==> src/rtl/nnet_pkg.sv <==
// rtl/nnet_pkg.sv - shared FSM encoding, width defaults and tail-word layout for the result framer
// Optional argmax tail word: NNET_FRAMER_ARGMAX_EN
package nnet_pkg;

  localparam int IN_W_DEF   = 16;
  localparam int OUT_W_DEF  = 32;
  localparam int LEN_W      = 16;
  // Tail word: index in the top TAIL_IDX_W bits, max value in the bits below
  localparam int TAIL_IDX_W = 16;

`ifdef NNET_FRAMER_ARGMAX_EN
  typedef enum logic [1:0] {
    ST_IDLE = 2'd0,
    ST_DATA = 2'd1,
    ST_TAIL = 2'd2
  } state_t;
`else
  typedef enum logic [1:0] {
    ST_IDLE = 2'd0,
    ST_DATA = 2'd1
  } state_t;
`endif

endpackage

==> src/rtl/nnet_argmax.sv <==
// rtl/nnet_argmax.sv - per-frame running maximum (signed, earliest index wins ties)
// Only instantiated when NNET_FRAMER_ARGMAX_EN is defined
module nnet_argmax
  import nnet_pkg::*;
#(
  parameter int IN_W = IN_W_DEF
) (
  input  logic                  clk,
  input  logic                  reset_n,
  input  logic                  i_clear,
  input  logic [IN_W-1:0]       i_sample,
  input  logic                  i_accept,
  input  logic                  i_frame_start,
  output logic [IN_W-1:0]       o_max,
  output logic [TAIL_IDX_W-1:0] o_index
);

  logic [IN_W-1:0]       r_max;
  logic [TAIL_IDX_W-1:0] r_idx;
  logic [TAIL_IDX_W-1:0] r_pos;

  always_ff @(posedge clk) begin
    if (!reset_n || i_clear) begin
      r_max <= '0;
      r_idx <= '0;
      r_pos <= '0;
    end else if (i_accept) begin
      if (i_frame_start) begin
        r_max <= i_sample;
        r_idx <= '0;
        r_pos <= TAIL_IDX_W'(1);
      end else begin
        if ($signed(i_sample) > $signed(r_max)) begin
          r_max <= i_sample;
          r_idx <= r_pos;
        end
        r_pos <= r_pos + TAIL_IDX_W'(1);
      end
    end
  end

  assign o_max   = r_max;
  assign o_index = r_idx;

endmodule

==> src/rtl/nnet_result_framer.sv <==
// rtl/nnet_result_framer.sv - frames HLS result samples into tlast-delimited output words
// NNET_FRAMER_ARGMAX_EN appends an {index, max} tail word to every frame
module nnet_result_framer
  import nnet_pkg::*;
#(
  parameter int IN_W  = IN_W_DEF,
  parameter int OUT_W = OUT_W_DEF
) (
  input  logic             clk,
  input  logic             reset_n,
  input  logic             clear,
  input  logic [15:0]      frame_len,
  input  logic [IN_W-1:0]  s_tdata,
  input  logic             s_tvalid,
  output logic             s_tready,
  output logic [OUT_W-1:0] m_tdata,
  output logic             m_tlast,
  output logic             m_tvalid,
  input  logic             m_tready,
  output logic [31:0]      frame_cnt,
  output logic             len_err
);

`ifdef NNET_FRAMER_ARGMAX_EN
  localparam state_t ST_AFTER_LAST = ST_TAIL;
  localparam logic   DATA_TLAST_EN = 1'b0;
`else
  localparam state_t ST_AFTER_LAST = ST_IDLE;
  localparam logic   DATA_TLAST_EN = 1'b1;
`endif

  state_t           r_state;
  state_t           w_state_nxt;
  logic [LEN_W-1:0] r_len;
  logic [LEN_W-1:0] r_cnt;
  logic [OUT_W-1:0] r_m_tdata;
  logic             r_m_tvalid;
  logic             r_m_tlast;
  logic [31:0]      r_frame_cnt;
  logic             r_len_err;

  logic             w_out_free;
  logic             w_accept;
  logic             w_frame_start;
  logic             w_is_last;
  logic             w_tail_load;
  logic [LEN_W-1:0] w_len_eff;
  logic [OUT_W-1:0] w_sample_ext;
  logic [OUT_W-1:0] w_tail_word;

  assign w_out_free = !r_m_tvalid || m_tready;
`ifdef NNET_FRAMER_ARGMAX_EN
  assign s_tready = reset_n && (r_state != ST_TAIL) && w_out_free;
`else
  assign s_tready = reset_n && w_out_free;
`endif
  assign w_accept      = s_tvalid && s_tready;
  assign w_frame_start = w_accept && (r_state == ST_IDLE);
  // A zero length is served as single-sample frames
  assign w_len_eff = (r_state != ST_IDLE) ? r_len :
                     (frame_len == '0) ? LEN_W'(1) : frame_len;
  assign w_is_last = (r_cnt == w_len_eff - LEN_W'(1));

  always_comb begin
    w_sample_ext = '0;
    for (int i = 0; i < OUT_W; i++) begin
      w_sample_ext[i] = s_tdata[(i < IN_W) ? i : IN_W - 1];
    end
  end

`ifdef NNET_FRAMER_ARGMAX_EN
  logic [IN_W-1:0]       w_am_max;
  logic [TAIL_IDX_W-1:0] w_am_index;
  logic                  r_tail_loaded;

  nnet_argmax #(.IN_W(IN_W)) u_argmax (
    .clk           (clk),
    .reset_n       (reset_n),
    .i_clear       (clear),
    .i_sample      (s_tdata),
    .i_accept      (w_accept),
    .i_frame_start (w_frame_start),
    .o_max         (w_am_max),
    .o_index       (w_am_index)
  );

  always_comb begin
    w_tail_word = '0;
    w_tail_word[OUT_W-1 -: TAIL_IDX_W] = w_am_index;
    for (int i = 0; i < OUT_W - TAIL_IDX_W; i++) begin
      w_tail_word[i] = w_am_max[(i < IN_W) ? i : IN_W - 1];
    end
  end

  // The tail waits until the final data word has left the output register
  assign w_tail_load = (r_state == ST_TAIL) && !r_tail_loaded && w_out_free;

  always_ff @(posedge clk) begin
    if (!reset_n || clear) begin
      r_tail_loaded <= 1'b0;
    end else if (w_tail_load) begin
      r_tail_loaded <= 1'b1;
    end else if (r_state == ST_TAIL && r_m_tvalid && m_tready) begin
      r_tail_loaded <= 1'b0;
    end
  end
`else
  assign w_tail_word = '0;
  assign w_tail_load = 1'b0;
`endif

  always_ff @(posedge clk) begin
    if (!reset_n || clear) begin
      r_state <= ST_IDLE;
    end else begin
      r_state <= w_state_nxt;
    end
  end

  always_comb begin
    w_state_nxt = r_state;
    case (r_state)
      ST_IDLE: if (w_accept) w_state_nxt = w_is_last ? ST_AFTER_LAST : ST_DATA;
      ST_DATA: if (w_accept && w_is_last) w_state_nxt = ST_AFTER_LAST;
`ifdef NNET_FRAMER_ARGMAX_EN
      ST_TAIL: if (r_tail_loaded && r_m_tvalid && m_tready) w_state_nxt = ST_IDLE;
`endif
      default: w_state_nxt = ST_IDLE;
    endcase
  end

  always_ff @(posedge clk) begin
    if (!reset_n) begin
      r_len       <= '0;
      r_cnt       <= '0;
      r_m_tdata   <= '0;
      r_m_tvalid  <= 1'b0;
      r_m_tlast   <= 1'b0;
      r_frame_cnt <= '0;
      r_len_err   <= 1'b0;
    end else if (clear) begin
      r_cnt       <= '0;
      r_m_tvalid  <= 1'b0;
      r_m_tlast   <= 1'b0;
      r_frame_cnt <= '0;
      r_len_err   <= 1'b0;
    end else begin
      if (r_m_tvalid && m_tready && r_m_tlast) begin
        r_frame_cnt <= r_frame_cnt + 32'd1;
      end
      if (w_accept) begin
        r_m_tdata  <= w_sample_ext;
        r_m_tvalid <= 1'b1;
        r_m_tlast  <= DATA_TLAST_EN && w_is_last;
        r_cnt      <= w_is_last ? '0 : r_cnt + LEN_W'(1);
        if (w_frame_start) begin
          r_len <= w_len_eff;
          if (frame_len == '0) r_len_err <= 1'b1;
        end
      end else if (w_tail_load) begin
        r_m_tdata  <= w_tail_word;
        r_m_tvalid <= 1'b1;
        r_m_tlast  <= 1'b1;
      end else if (m_tready) begin
        r_m_tvalid <= 1'b0;
      end
    end
  end

  assign m_tdata   = r_m_tdata;
  assign m_tvalid  = r_m_tvalid;
  assign m_tlast   = r_m_tlast;
  assign frame_cnt = r_frame_cnt;
  assign len_err   = r_len_err;

endmodule

==> config.mk <==
export PLATFORM = sky130hd
export DESIGN_NAME = nnet_result_framer
export DESIGN_NICKNAME = d
export VERILOG_FILES = /design/src/rtl/nnet_pkg.sv /design/src/rtl/nnet_argmax.sv /design/src/rtl/nnet_result_framer.sv
export SDC_FILE = /design/constraint.sdc
export NUM_CORES = 1
export LEC_CHECK = 0
export ABC_AREA = 1
export CORE_MARGIN = 3
export CORE_UTILIZATION = 52
export CTS_BUF_LIST = sky130_fd_sc_hd__clkbuf_4 sky130_fd_sc_hd__clkbuf_8
export DETAILED_ROUTE_END_ITERATION = 6
export HOLD_SLACK_MARGIN = 0.08
export PLACE_DENSITY = 0.83
export SYNTH_ARGS = -nofsm -noshare
export SYNTH_HDL_FRONTEND = slang
export SYNTH_SLANG_ARGS = --single-unit
==> constraint.sdc <==
create_clock -name clk -period 3.3 [get_ports clk]
set_input_delay 0.33 -clock clk [delete_from_list [all_inputs] [get_ports clk]]
set_output_delay 0.33 -clock clk [all_outputs]
set_load 0.005 [all_outputs]
# After elaboration in Yosys (flattened, before gate mapping)
# Index checks and enable logic that the tools add are counted.
[totals]
regBits = 85
output_inout_bits = 68
wordCells = 45
in_bits = 37
[op_classes]
n_reduce_logical = 19
bitwise = 2
add_sub_neg = 3
n_mux = 9
eq_ne = 4
[ops]
columns = ["cell", "count"]
rows = [
  ["16-bit two-way mux", 3],
  ["32-bit by 1-bit adder with 32-bit output, second input constant", 1],
  ["16-bit by 1-bit adder with 16-bit output, second input constant", 1],
  ["16-bit == test", 1],
  ["16-bit logical NOT", 1],
  ["16-bit by 1-bit subtractor with 16-bit output, second input constant", 1],
  ["1-bit logical AND", 6],
  ["3-bit AND reduction", 2],
  ["2-bit two-way mux", 2],
  ["2-bit != test, second input constant", 2],
  ["2-bit case mux with 2 select lines", 1],
  ["2-bit AND reduction", 2],
  ["2-bit nonzero test", 2],
  ["1-bit two-way mux", 3],
  ["2-bit by 1-bit == test with 1-bit output, second input constant", 1],
  ["1-bit logical NOT", 2],
  ["2-bit logical NOT", 1],
  ["1-bit logical OR", 2],
  ["1-bit NOT", 2],
  ["2-bit OR reduction", 1],
]

# Depth between registers and ports, before layout
# Gate-level depths: netlist (run 1).
[depth]
ltp_word = 8
ltp_mapped = 22
depth_no_buf = 21

# Worst setup path before layout (run 1)
# OpenSTA, ideal clock, no wires.
[synth_path]
path_kind = "flip-flop to flip-flop"
start = "register r_state[0]"
end = "register r_cnt[10]"
path_buffers = 2
period_less_slack_ns = 2.574
required_ns = 3.181
setup_slack_ns = 0.726
t_arrival_ns = 2.455
stages_incl_launch_ff = 17
setup_time_ns = 0.119
cell_sequence = "dfxtp_1 buf_6 inv_2 or2_2 nand2_2 ha_1 nand3_2 nor2_4 nand2_1 nor3_2 xor2_1 inv_1 nor3_2 nand4_2 nand2_4 buf_12 nor2_2"
[synth_via]
elab_chain_cells = 5
[synth_rtl]
columns = ["item", "line_no", "source"]
rows = [
  ["start, declared", "nnet_result_framer.sv:32", "state_t r_state;"],
  ["start signal, assigned", "nnet_result_framer.sv:116", "r_state <= w_state_nxt;"],
  ["2-bit nonzero test", "nnet_result_framer.sv:60", "assign w_len_eff = (r_state != ST_IDLE) ? r_len :"],
  ["16-bit two-way mux", "nnet_result_framer.sv:60", ""],
  ["16-bit by 1-bit subtractor with 16-bit output", "nnet_result_framer.sv:62", "assign w_is_last = (r_cnt == w_len_eff - LEN_W'(1));"],
  ["16-bit == test", "nnet_result_framer.sv:62", ""],
  ["16-bit two-way mux", "nnet_result_framer.sv:155", "r_cnt <= w_is_last ? '0 : r_cnt + LEN_W'(1);"],
  ["end signal, assigned", "nnet_result_framer.sv:155", ""],
  ["end, declared", "nnet_result_framer.sv:35", "logic [LEN_W-1:0] r_cnt;"],
]
# Every way passes these cells.
# A chain may end at the register's enable or synchronous reset.

# Worst setup path after layout (run 1)
[layout_path]
start = "register r_state[0]"
end = "register r_cnt[3]"
# The elaborated chain is that of the path after synthesis.

==> results of run 1 <==
[worst reg2reg max path: cells and delay by family (launching register included)]
kind | cells | cell delay, ps
compound gates | 1 | 170
xor+xnor | 1 | 180
fa+ha+maj | 1 | 190
buf+inv | 1 | 230
flops | 1 | 330
simple gates | 12 | 1550
[metal layers]
| layer | GRT usage | wire (um) | up-vias |
|---|---|---|---|
| met5 | 0 | 0 | - |
| met4 | 0.0903 | 271 | 0 |
| met3 | 0.0547 | 821 | 21 |
| met2 | 0.429 | 5990 | 147 |
| met1 | 0.303 | 5020 | 2106 |
| li1 | - | - | 2220 |
[state kept, by name, indices dropped and copies added, names as in the netlist]
register / cells
m_tlast: 1
m_tvalid: 1
r_cnt: 16
len_err: 1
frame_cnt: 32
m_tdata: 16
r_state: 1
r_len: 16
[final cells by class]
cell class | instances | area (um^2) | share of cell area
clock buffers | 11 | 145 | 0.0251
clock inverters | 4 | 73.8 | 0.0128
inverters | 65 | 244 | 0.0421
multi-input cells | 458 | 2410 | 0.417
flip-flops and latches | 84 | 1680 | 0.290
well taps | 105 | 131 | 0.0227
repair buffers | 112 | 1100 | 0.190
[synth_stat cells (2+ instances only)]
master,instances
buf_4,16
or2_4,2
clkinv_1,3
nor3_1,12
a21oi_1,21
nand4_2,2
ha_1,3
o21ai_0,37
a211oi_1,3
xnor2_1,9
a31oi_1,4
buf_2,2
nand4_1,11
clkbuf_1,8
nor2_2,16
nor4_1,3
and2_1,3
a21oi_2,2
buf_6,3
dfxtp_1,84
o21ai_1,5
nor3_2,2
nand2_1,113
nand3_1,29
o21bai_1,2
nand2_2,6
o21ai_2,4
a21o_1,2
o21a_1,3
xor2_1,26
nor2_1,118
inv_2,5
a311oi_1,4
nor2_4,4
inv_1,57
[report_power, final]
part | switching [uW] | total, uW | internal [uW]
combinational | 149 | 280 | 131
clock | 364 | 816 | 452
sequential | 13.1 | 1050 | 1030
total | 526 | 2140 | 1620
[final timing paths]
check / start / end / slack, ps / cells after the start
worst max-delay path: r_state[0]$_SDFFE_PP0P_ / r_cnt[3]$_SDFFE_PP0P_ / 550 / 16
worst min-delay path: r_len[4]$_SDFFE_PN0P_ / r_len[4]$_SDFFE_PN0P_ / 500 / 2
worst max register to register: r_state[0]$_SDFFE_PP0P_ / r_cnt[3]$_SDFFE_PP0P_ / 550 / 16
worst min register to register: r_len[4]$_SDFFE_PN0P_ / r_len[4]$_SDFFE_PN0P_ / 500 / 2
[cells in the final DEF (no fill, tap or decap), types with 4 or more instances in the layout]
master / netlist / routed
a21oi_1: 21 / 21
a311oi_1: 4 / 4
a31oi_1: 4 / 4
buf_4: 16 / 8
clkbuf_8: 0 / 10
clkdlybuf4s50_1: 0 / 104
dfxtp_1: 84 / 84
inv_1: 57 / 57
inv_2: 5 / 5
nand2_1: 113 / 113
nand2_2: 6 / 6
nand3_1: 29 / 29
nand4_1: 11 / 11
nor2_1: 118 / 118
nor2_2: 16 / 16
nor2_4: 4 / 4
nor3_1: 12 / 12
o21ai_0: 37 / 37
o21ai_1: 5 / 5
o21ai_2: 4 / 4
xnor2_1: 9 / 9
xor2_1: 26 / 26
[cells by family after synthesis]
group	after synthesis
AOI/OAI and AO/OA	91
xor gates and xnor gates	36
adders and majority gates	3
buffers and inverters	96
DFF	84
and+or+nand+nor	328
[through the flow]
stage / util / total power (uW) / setup slack [ps] / hold slack, ps / cells
6_report: 0.691 / 2140 / 554 / 501 / 839
5_1_grt: 0.691 / 2230 / 294 / 536 / 839
4_1_cts: 0.691 / 2150 / 582 / 498 / 839
3_5_place_dp: 0.665 / 1350 / 281 / 483 / 824
3_3_place_gp: 0.665 / 1340 / 370 / 458 / 824
2_1_floorplan: - / 1230 / 726 / 451 / 638
==> results.md, run 1 <==
* Status: finished clean
* # hold bufs at CTS at 0
* Max-slew violations at 0
* Antenna violations before repair at 0
* Tcrit/Tclk final at 0.832
* Yosys reg bits at 84
* PwrDens at 370 nW/um^2
* Crit-path leading delay family: simple AND/OR/NAND/NOR gates
* Area after DPL at 5570 um^2
* Largest stage delay on the critical path at 330 ps
* Later-pin clock latency in the skew report at 350 ps
* Total Wirelength at 12100 um
* Core Area at 8380 um^2
* Die area at 9940 um^2
* Final #Nets at 770
* CTS tree: yes
* Post-CTS Resized at 0
* Cell Chain, Critical Path: buf_4 -> nor2_1 -> nand2_1 -> nand2_2 -> ha_1 -> nand3_2 -> nor2_4 -> nand2_1 -> xnor2_1 -> nand2_1 -> a21boi_0 -> nand2_1 -> nor2_2 -> nand4_2 -> nand2_4 -> nor2_1
* CP arrival at 2980 ps
* Chip width at 99.7 um
* Number of flops mapped to enable cells by yosys at 0
* Syn Inst Count at 638
* Ys Warns at 0
* Initial DRT Pass Iterations at 6
* Cell type with the largest total area after synthesis: dfxtp_1
* Mapped cell area at 4570 um^2
* Number of top-level pins at 105
* Mux contribution to synthesized area at 0
* Via count at 4494
* Post-Synth Adder-Cell Area at 0.00822
* DRC viols at 0
* All-Layer GR Usage at 0.249
* Max_cap viols at 0
* Max Fanout on Critical Path at 24
* Drt via density at 5.36
* PortBufs at 104
* XOR/XNOR Fraction of Synth Area at 0.0721
* Area contributors post-synth: dfxtp_1, nor2_1, nand2_1
* Most used cell, CP: nand2_1
* Buf/Inv on CP at 1
* Static leakage at 0.00220 uW
* Clk Tree Root Cell: clkbuf_8
* Type of origin of the critical path: flip-flop
* Req. time, crit path at 3530 ps
* Share of layout cells above drive strength 1 at 0.0995
* Hold crit path type: reg -> reg
* Distinct cell type count after synthesis at 49
* Synth top area share at 0.368
* Complex-gate fraction of the synthesized area at 0.118
* Number of global-route vias before repair at 4421
* Synthesized net count at 678
* Clock sinks at 84
* H-tree depth at 3
* Post-DRT Antenna Nets at 0
* Simple-gate share of the synthesized area at 0.330
* FP Rows at 33
* Sequential share of the synthesized area at 0.368
* DIE HEIGHT at 99.7 um
* Min cycle time layout at 2750 ps
* Post-CTS setup buffers at 0
* Clock transition at path regs at 90 ps
* Fin area at 5790 um^2
* Clk_skew at 10.4 ps
* Setup violators final at 0
* Grt ovf at 0
* GP Congestion at 0.939
* Num CTS Buffers at 9
* # diodes at 0
* Initial DRC Count at 209
* Initial core utilization at 0.545
* TNS Setup at 0 ps
* Largest net degree at the start of global routing at 26
* CP max stage cell: dfxtp_1
* Largest family of logic cells by synthesized area: simple AND/OR/NAND/NOR gates
* Fin. Hold Viols at 0
* Worst rel slew slack at 0.500
* First-pass GRT wire length at 20400 um
* Fmax at 364 MHz
* HPWL Detailed at 9100 um
* FILL cells at 693
* Slew @ Worst Pin at 746 ps
* Syn_area_per_cell at 7.16 um^2
* Area delta synth->final at 26.8%
* Ys async rst share at 0
* CP endpoint kind: flip-flop
* RSZ-0062 raised after global routing: no
* Top FF cell, synth: dfxtp_1
* Clk buf depth at 2
* Wirelength per Cell at 14.4 um
* Peak VDD IR at 0.229 mV
* Worst setup path class: reg -> reg
Note: power is estimated with default switching activity, not from simulation.
==> inputs of run 2 (changes only) <==
--- a/config.mk
+++ b/config.mk
@@ -7,11 +7,11 @@
 export LEC_CHECK = 0
 export ABC_AREA = 1
 export CORE_MARGIN = 3
-export CORE_UTILIZATION = 52
+export CORE_UTILIZATION = 47
 export CTS_BUF_LIST = sky130_fd_sc_hd__clkbuf_4 sky130_fd_sc_hd__clkbuf_8
 export DETAILED_ROUTE_END_ITERATION = 6
 export HOLD_SLACK_MARGIN = 0.08
-export PLACE_DENSITY = 0.83
+export PLACE_DENSITY = 0.8
 export SYNTH_ARGS = -nofsm -noshare
 export SYNTH_HDL_FRONTEND = slang
 export SYNTH_SLANG_ARGS = --single-unit
==> constraint.sdc (replaced) <==
create_clock -name clk -period 2.4 [get_ports clk]
set_input_delay 0.24 -clock clk [delete_from_list [all_inputs] [get_ports clk]]
set_output_delay 0.24 -clock clk [all_outputs]
set_load 0.005 [all_outputs]
==> results.md, run 2 (synthesis results as in run 1) <==
* CP endpoint kind: flip-flop
* Slew @ Worst Pin at 477 ps (-269 ps)
* Clock sinks at 84 (unchanged)
* Worst setup path class: reg -> reg
* Wirelength per Cell at 15.2 um (+5.5%)
* Hold crit path type: in -> reg
* Reg2Reg Depth at 15 (-1)
* Post-DRT Antenna Nets at 0 (unchanged)
* GP Congestion at 0.947 (+0.87%)
* CP arrival at 2770 ps (-210 ps)
* Share of layout cells above drive strength 1 at 0.224 (+0.124)
* DIE HEIGHT at 105 um (+4.9%)
* Number of top-level pins at 105 (unchanged)
* PortBufs at 104 (unchanged)
* DRC viols at 0 (unchanged)
* Layout Cells excl Fill at 951 (+13%)
* Critical Path Sink: r_cnt[3]$_SDFFE_PP0P_
* Setup violators final at 18 (+18)
* Failing checks: setup timing
* Req. time, crit path at 2650 ps (-880 ps)
* Commonest non-fill, non-tap cells in the layout: nand2_1, nor2_1, buf_4
* FILL cells at 735 (+6.1%)
* Status: finished, violations left
* H-tree depth at 3 (unchanged)
* Max-slew violations at 0 (unchanged)
* Num CTS Buffers at 9 (unchanged)
* Fin. Hold Viols at 0 (unchanged)
* Largest net degree at the start of global routing at 26 (unchanged)
* Drt via density at 5.19 (-3.1%)
* # diodes at 0 (unchanged)
* Commonest non-fill, non-tap cell in the layout: nand2_1
* Total Wirelength at 14500 um (+20%)
* Peak VDD IR at 0.227 mV (-0.67%)
* Initial DRC Count at 280 (+34%)
* Fin area at 6640 um^2 (+15%)
* Clock transition at path regs at 90 ps (about the same)
* RSZ-0062 raised after global routing: yes
* Initial core utilization at 0.490 (-0.0553)
* Worst rel slew slack at 0.682 (+0.182)
* Max Fanout on Critical Path at 8 (-67%)
* Via count at 4934 (+9.8%)
* RR Endpoint: r_cnt[3]$_SDFFE_PP0P_
* Tcrit/Tclk final at 1.05 (+0.221)
* FP Rows at 35 (+6.1%)
* Area after DPL at 6160 um^2 (+11%)
* # hold bufs at CTS at 0 (unchanged)
* Type of origin of the critical path: flip-flop
* Dpl ws at -526 ps (-807 ps)
* CTS tree: yes
* Final #Nets at 857 (+11%)
* Clk Tree Root Cell: clkbuf_8
* Die area at 10900 um^2 (+10%)
* First-pass GRT wire length at 23100 um (+14%)
* Clk_skew at 15.4 ps (+4.94 ps)
* Core Area at 9330 um^2 (+11%)
* Fmax at 395 MHz (+8.6%)
* PwrDens at 453 nW/um^2 (+22%)
* Area delta synth->final at 45.4%
* Antenna violations before repair at 0 (unchanged)
* Grt ovf at 0 (unchanged)
* Launch point of the worst path: r_state[0]$_SDFFE_PP0P_
* Initial DRT Pass Iterations at 5 (-1)
* Clk buf depth at 2 (unchanged)
* Max_cap viols at 0 (unchanged)
* Setup slack, reg-to-reg at -130 ps (-680 ps)
* Number of global-route vias before repair at 4959 (+12%)
* Worst setup margin at -129 ps (-682 ps)
* Static leakage at 0.00268 uW (+22%)
* RR Startpoint: r_state[0]$_SDFFE_PP0P_
* Placed instance count at 916 (+11%)
* Later-pin clock latency in the skew report at 370 ps (+20 ps)
* HPWL Detailed at 9930 um (+9.0%)
* Min cycle time layout at 2530 ps (-218 ps)
* Largest register FFs at 32 (unchanged)
* Chip width at 105 um (+4.9%)
* All-Layer GR Usage at 0.256 (+0.00702)
## run 2: changes by cell type in the layout (fill, tap and decap cells not counted), moves of 3 or more
cell	previous run	this run
nand2_1	113	110
buf_4	8	91
nor2_4	4	10
nor2_2	16	20
nand3_1	29	25
clkdlybuf4s50_1	104	88
dlygate4sd2_1	0	15
inv_6	0	4
nor2_1	118	108
nand3_2	1	4
## run 2: critical path, cell delays in order, from the launching register on
cell	delay, ps
dfxtp_2	380
inv_2	60
or2_4	250
nand2_4	90
ha_4	140
nand3_4	80
nor2_4	190
nand2_2	100
xnor2_1	230
nor2_1	90
nor2_1	140
nand2_1	110
nor2_4	120
nand4_4	190
nand2_8	170
nor2_1	70
## run 2: metrics by stage
step | setup TNS, ps | util | power [uW] | hold WS (ps)
after CTS | 0 | 0.703 | 2990 | 432
after detailed placement | -9460 | 0.660 | 1930 | 473
after global routing | -2950 | 0.712 | 3110 | 330
after floorplan | 0 | - | 1700 | 361
final | -1710 | 0.712 | 3010 | 329
after global placement | -7450 | 0.660 | 1910 | 459
## run 2: worst min path at each step
stage | startpoint | endpoint | cells past startpoint
after CTS | frame_len[12] | r_len[12]$_SDFFE_PN0P_ | 4
after floorplan | s_tvalid | m_tvalid$_SDFFE_PP0P_ | 2
after global routing | frame_len[11] | r_len[11]$_SDFFE_PN0P_ | 4
after global placement | len_err$_SDFFE_PP0P_ | len_err$_SDFFE_PP0P_ | 2
after detailed placement | len_err$_SDFFE_PP0P_ | len_err$_SDFFE_PP0P_ | 2
final | frame_len[11] | r_len[11]$_SDFFE_PN0P_ | 4
## run 2: final cells by class
| type | instances | area [um^2] | area share |
|---|---|---|---|
| repair buffers | 198 | 1750 | 0.264 |
| clock buffers | 9 | 124 | 0.0187 |
| well taps | 129 | 161 | 0.0243 |
| multi-input cells | 459 | 2590 | 0.390 |
| inverters | 65 | 246 | 0.0371 |
| clock inverters | 7 | 81.3 | 0.0122 |
| flip-flops and latches | 84 | 1680 | 0.254 |
## run 2: per-layer routing
metal | track usage | wire (um) | up-vias
li1 | - | - | 2392
met1 | 0.297 | 5920 | 2291
met2 | 0.440 | 7090 | 201
met3 | 0.0649 | 959 | 50
met4 | 0.123 | 514 | 0
met5 | 0 | 0 | -
## run 2: power by group
part           leakage (uW)  internal, uW  switching, uW  total [uW]
clock              0.000107           502            569        1070
sequential         0.000681          1420           20.6        1440
combinational       0.00189           240            253         493
## run 2: timing repair
| item | CTS | global route |
|---|---|---|
| setup buffers | 17 | 1 |
| pin swaps | 11 | 14 |
| gates cloned | 1 | 0 |
| endpoints found under the setup margin | 17 | 23 |
| endpoints found under the hold margin | 0 | 0 |
| gates resized for setup | 28 | 22 |
==> variant: new RTL, flow settings as in run 2 <==
Build with the macro `NNET_FRAMER_ARGMAX_EN` defined.
--- a/src/rtl/nnet_pkg.sv
+++ b/src/rtl/nnet_pkg.sv
@@ -2,2 +2,4 @@
 // Optional argmax tail word: NNET_FRAMER_ARGMAX_EN
+`define NNET_FRAMER_ARGMAX_EN
+
 package nnet_pkg;
Behaviour: not the same (Yosys sat finds a counterexample within 4 cycles, from zero or initial values and one cycle with reset_n low).
==> variant against run 2 <==
Clock skew decreased by 0.0062 ns; routed wire length increased by 44%; combinational power increased by 73%; area after synthesis increased by 69%; sequential share of layout area increased by 3.5 points; total power increased by 74%; sequential power increased by 79%; sequential cell count increased by 66; setup slack improved by 0.16 ns; clock power increased by 69%; hold slack improved by 0.077 ns; core utilization decreased by 5.6 points; final area increased by 57%; critical path type unchanged; largest power group unchanged.
==> variant: results (changes against run 2) <==
CTS H-tree lvls 4 (+1); WL/cell 13.6 um (-11%); Synth Area per Inst 7.07 um^2 (-1.2%); worst slew pin tran 0.512 ns (+0.0352 ns); nets 1360 (+59%); Synth cell types 46 (-6.1%); skew final 0.00914 ns (-0.00624 ns); Post-CTS Resized 0 (-100%); Post-Synth Adder-Cell Area 0.0325 (+0.0242); top post-synthesis cells by count nand2_1, dfxtp_1, inv_1, nor2_1; Compound-Gate Fraction of Synth Area 0.162 (+0.0437); postcts setup bufs 0 (-17); routability cong. 0.893 (-5.7%); vias in the first global route 7648 (+54%); final WL 20800 um (+44%); initial drt markers 610 (+120%); Max FO, Critical Path 15 (+7); sequential-to-total area share from yosys stat 0.390 (+0.0214); overall routing resource usage 0.231 (-0.0244); worst slack, placed -0.329 ns (+0.197 ns); Pwr Density 502 mW/mm^2 (+11%); maximum VDD drop 365 uV (+61%); dominant cells by area after synthesis dfxtp_1, nand2_1, inv_1; Power Internal 3.82 mW (+76%); CTS Buf Count 17 (+8); largest net degree at the start of global routing 49 (+88%); worst skew pair latency 0.47 ns (+0.10 ns); post-place instance area 0.00985 mm^2 (+60%); first-pass GRT wire length 34800 um (+50%); Clock Tree Buf Depth 2 (unchanged); Pins Over Slew Limit 0 (unchanged); Leak 4.04 nW (+51%); dpl cells 1493 (+63%); clk pwr 1.81 mW (+69%); XOR/XNOR share of the synthesized area 0.0364 (-0.0357); status finished, final reports clean; Vias 7983 (+62%); Critical Path Max Stage Delay 0.36 ns (-0.02 ns); Slowest-stage cell, CP dfxtp_4; DP HPWL 14800 um (+49%)
==> variant: cell types whose count changed after synthesis, sizes merged, moves of 19 or more <==
cell | before | now
a21oi | 23 | 85
a31oi | 4 | 36
clkbuf | 8 | 27
dfxtp | 84 | 150
inv | 62 | 124
nand2 | 120 | 235
nand3 | 30 | 54
o21ai | 46 | 93
==> variant: routing by layer <==
layer	global-route usage	part of all wire	up-vias
li1	-	-	4006
met1	0.311	0.46	3699
met2	0.369	0.46	254
met3	0.0544	0.066	24
met4	0.0764	0.015	0
met5	0	0	-
==> variant: final cells by class <==
cell class,instances,area (um^2)
inverters,126,473
multi-input cells,773,4200
fillers,1371,5490
clock buffers,24,318
flip-flops and latches,150,3020
well taps,216,270
repair buffers,235,2140
clock inverters,6,42.5
==> variant: worst register-to-register path: stages, from the launching register on <==
cell and delay [ns]:
dfxtp_4 0.36, nor2_4 0.18, buf_4 0.16, clkbuf_16 0.16, nand2_1 0.10, o21ai_4 0.11
buf_4 0.16, nor2_1 0.04, nand2_1 0.11, inv_1 0.05, nand2_1 0.08, xor2_1 0.15
inv_1 0.06, nand2_1 0.07, nor2_2 0.05, nand4_1 0.09, nand2_2 0.08, buf_12 0.15
a211oi_1 0.16
==> variant: logic make-up (layout without fill, tap and decap cells) <==
kind of cell,Yosys count,in the layout
AOI/OAI and AO/OA,226,226
xor gates and xnor gates,32,32
adders and majority gates,20,20
buffers and inverters,167,391
DFF,150,150
and+or+nand+nor,495,495
==> variant: final timing paths <==
path / startpoint / to / slack, ns / cells past startpoint
min: s_tdata[2] / u_argmax.o_max[2] / 0.41 / 3
min reg2reg: u_argmax.o_index[15] / u_argmax.o_index[15] / 0.48 / 2
max reg2reg: r_state[1] / r_cnt[10] / 0.03 / 18
max: r_state[1] / r_cnt[10] / 0.03 / 18
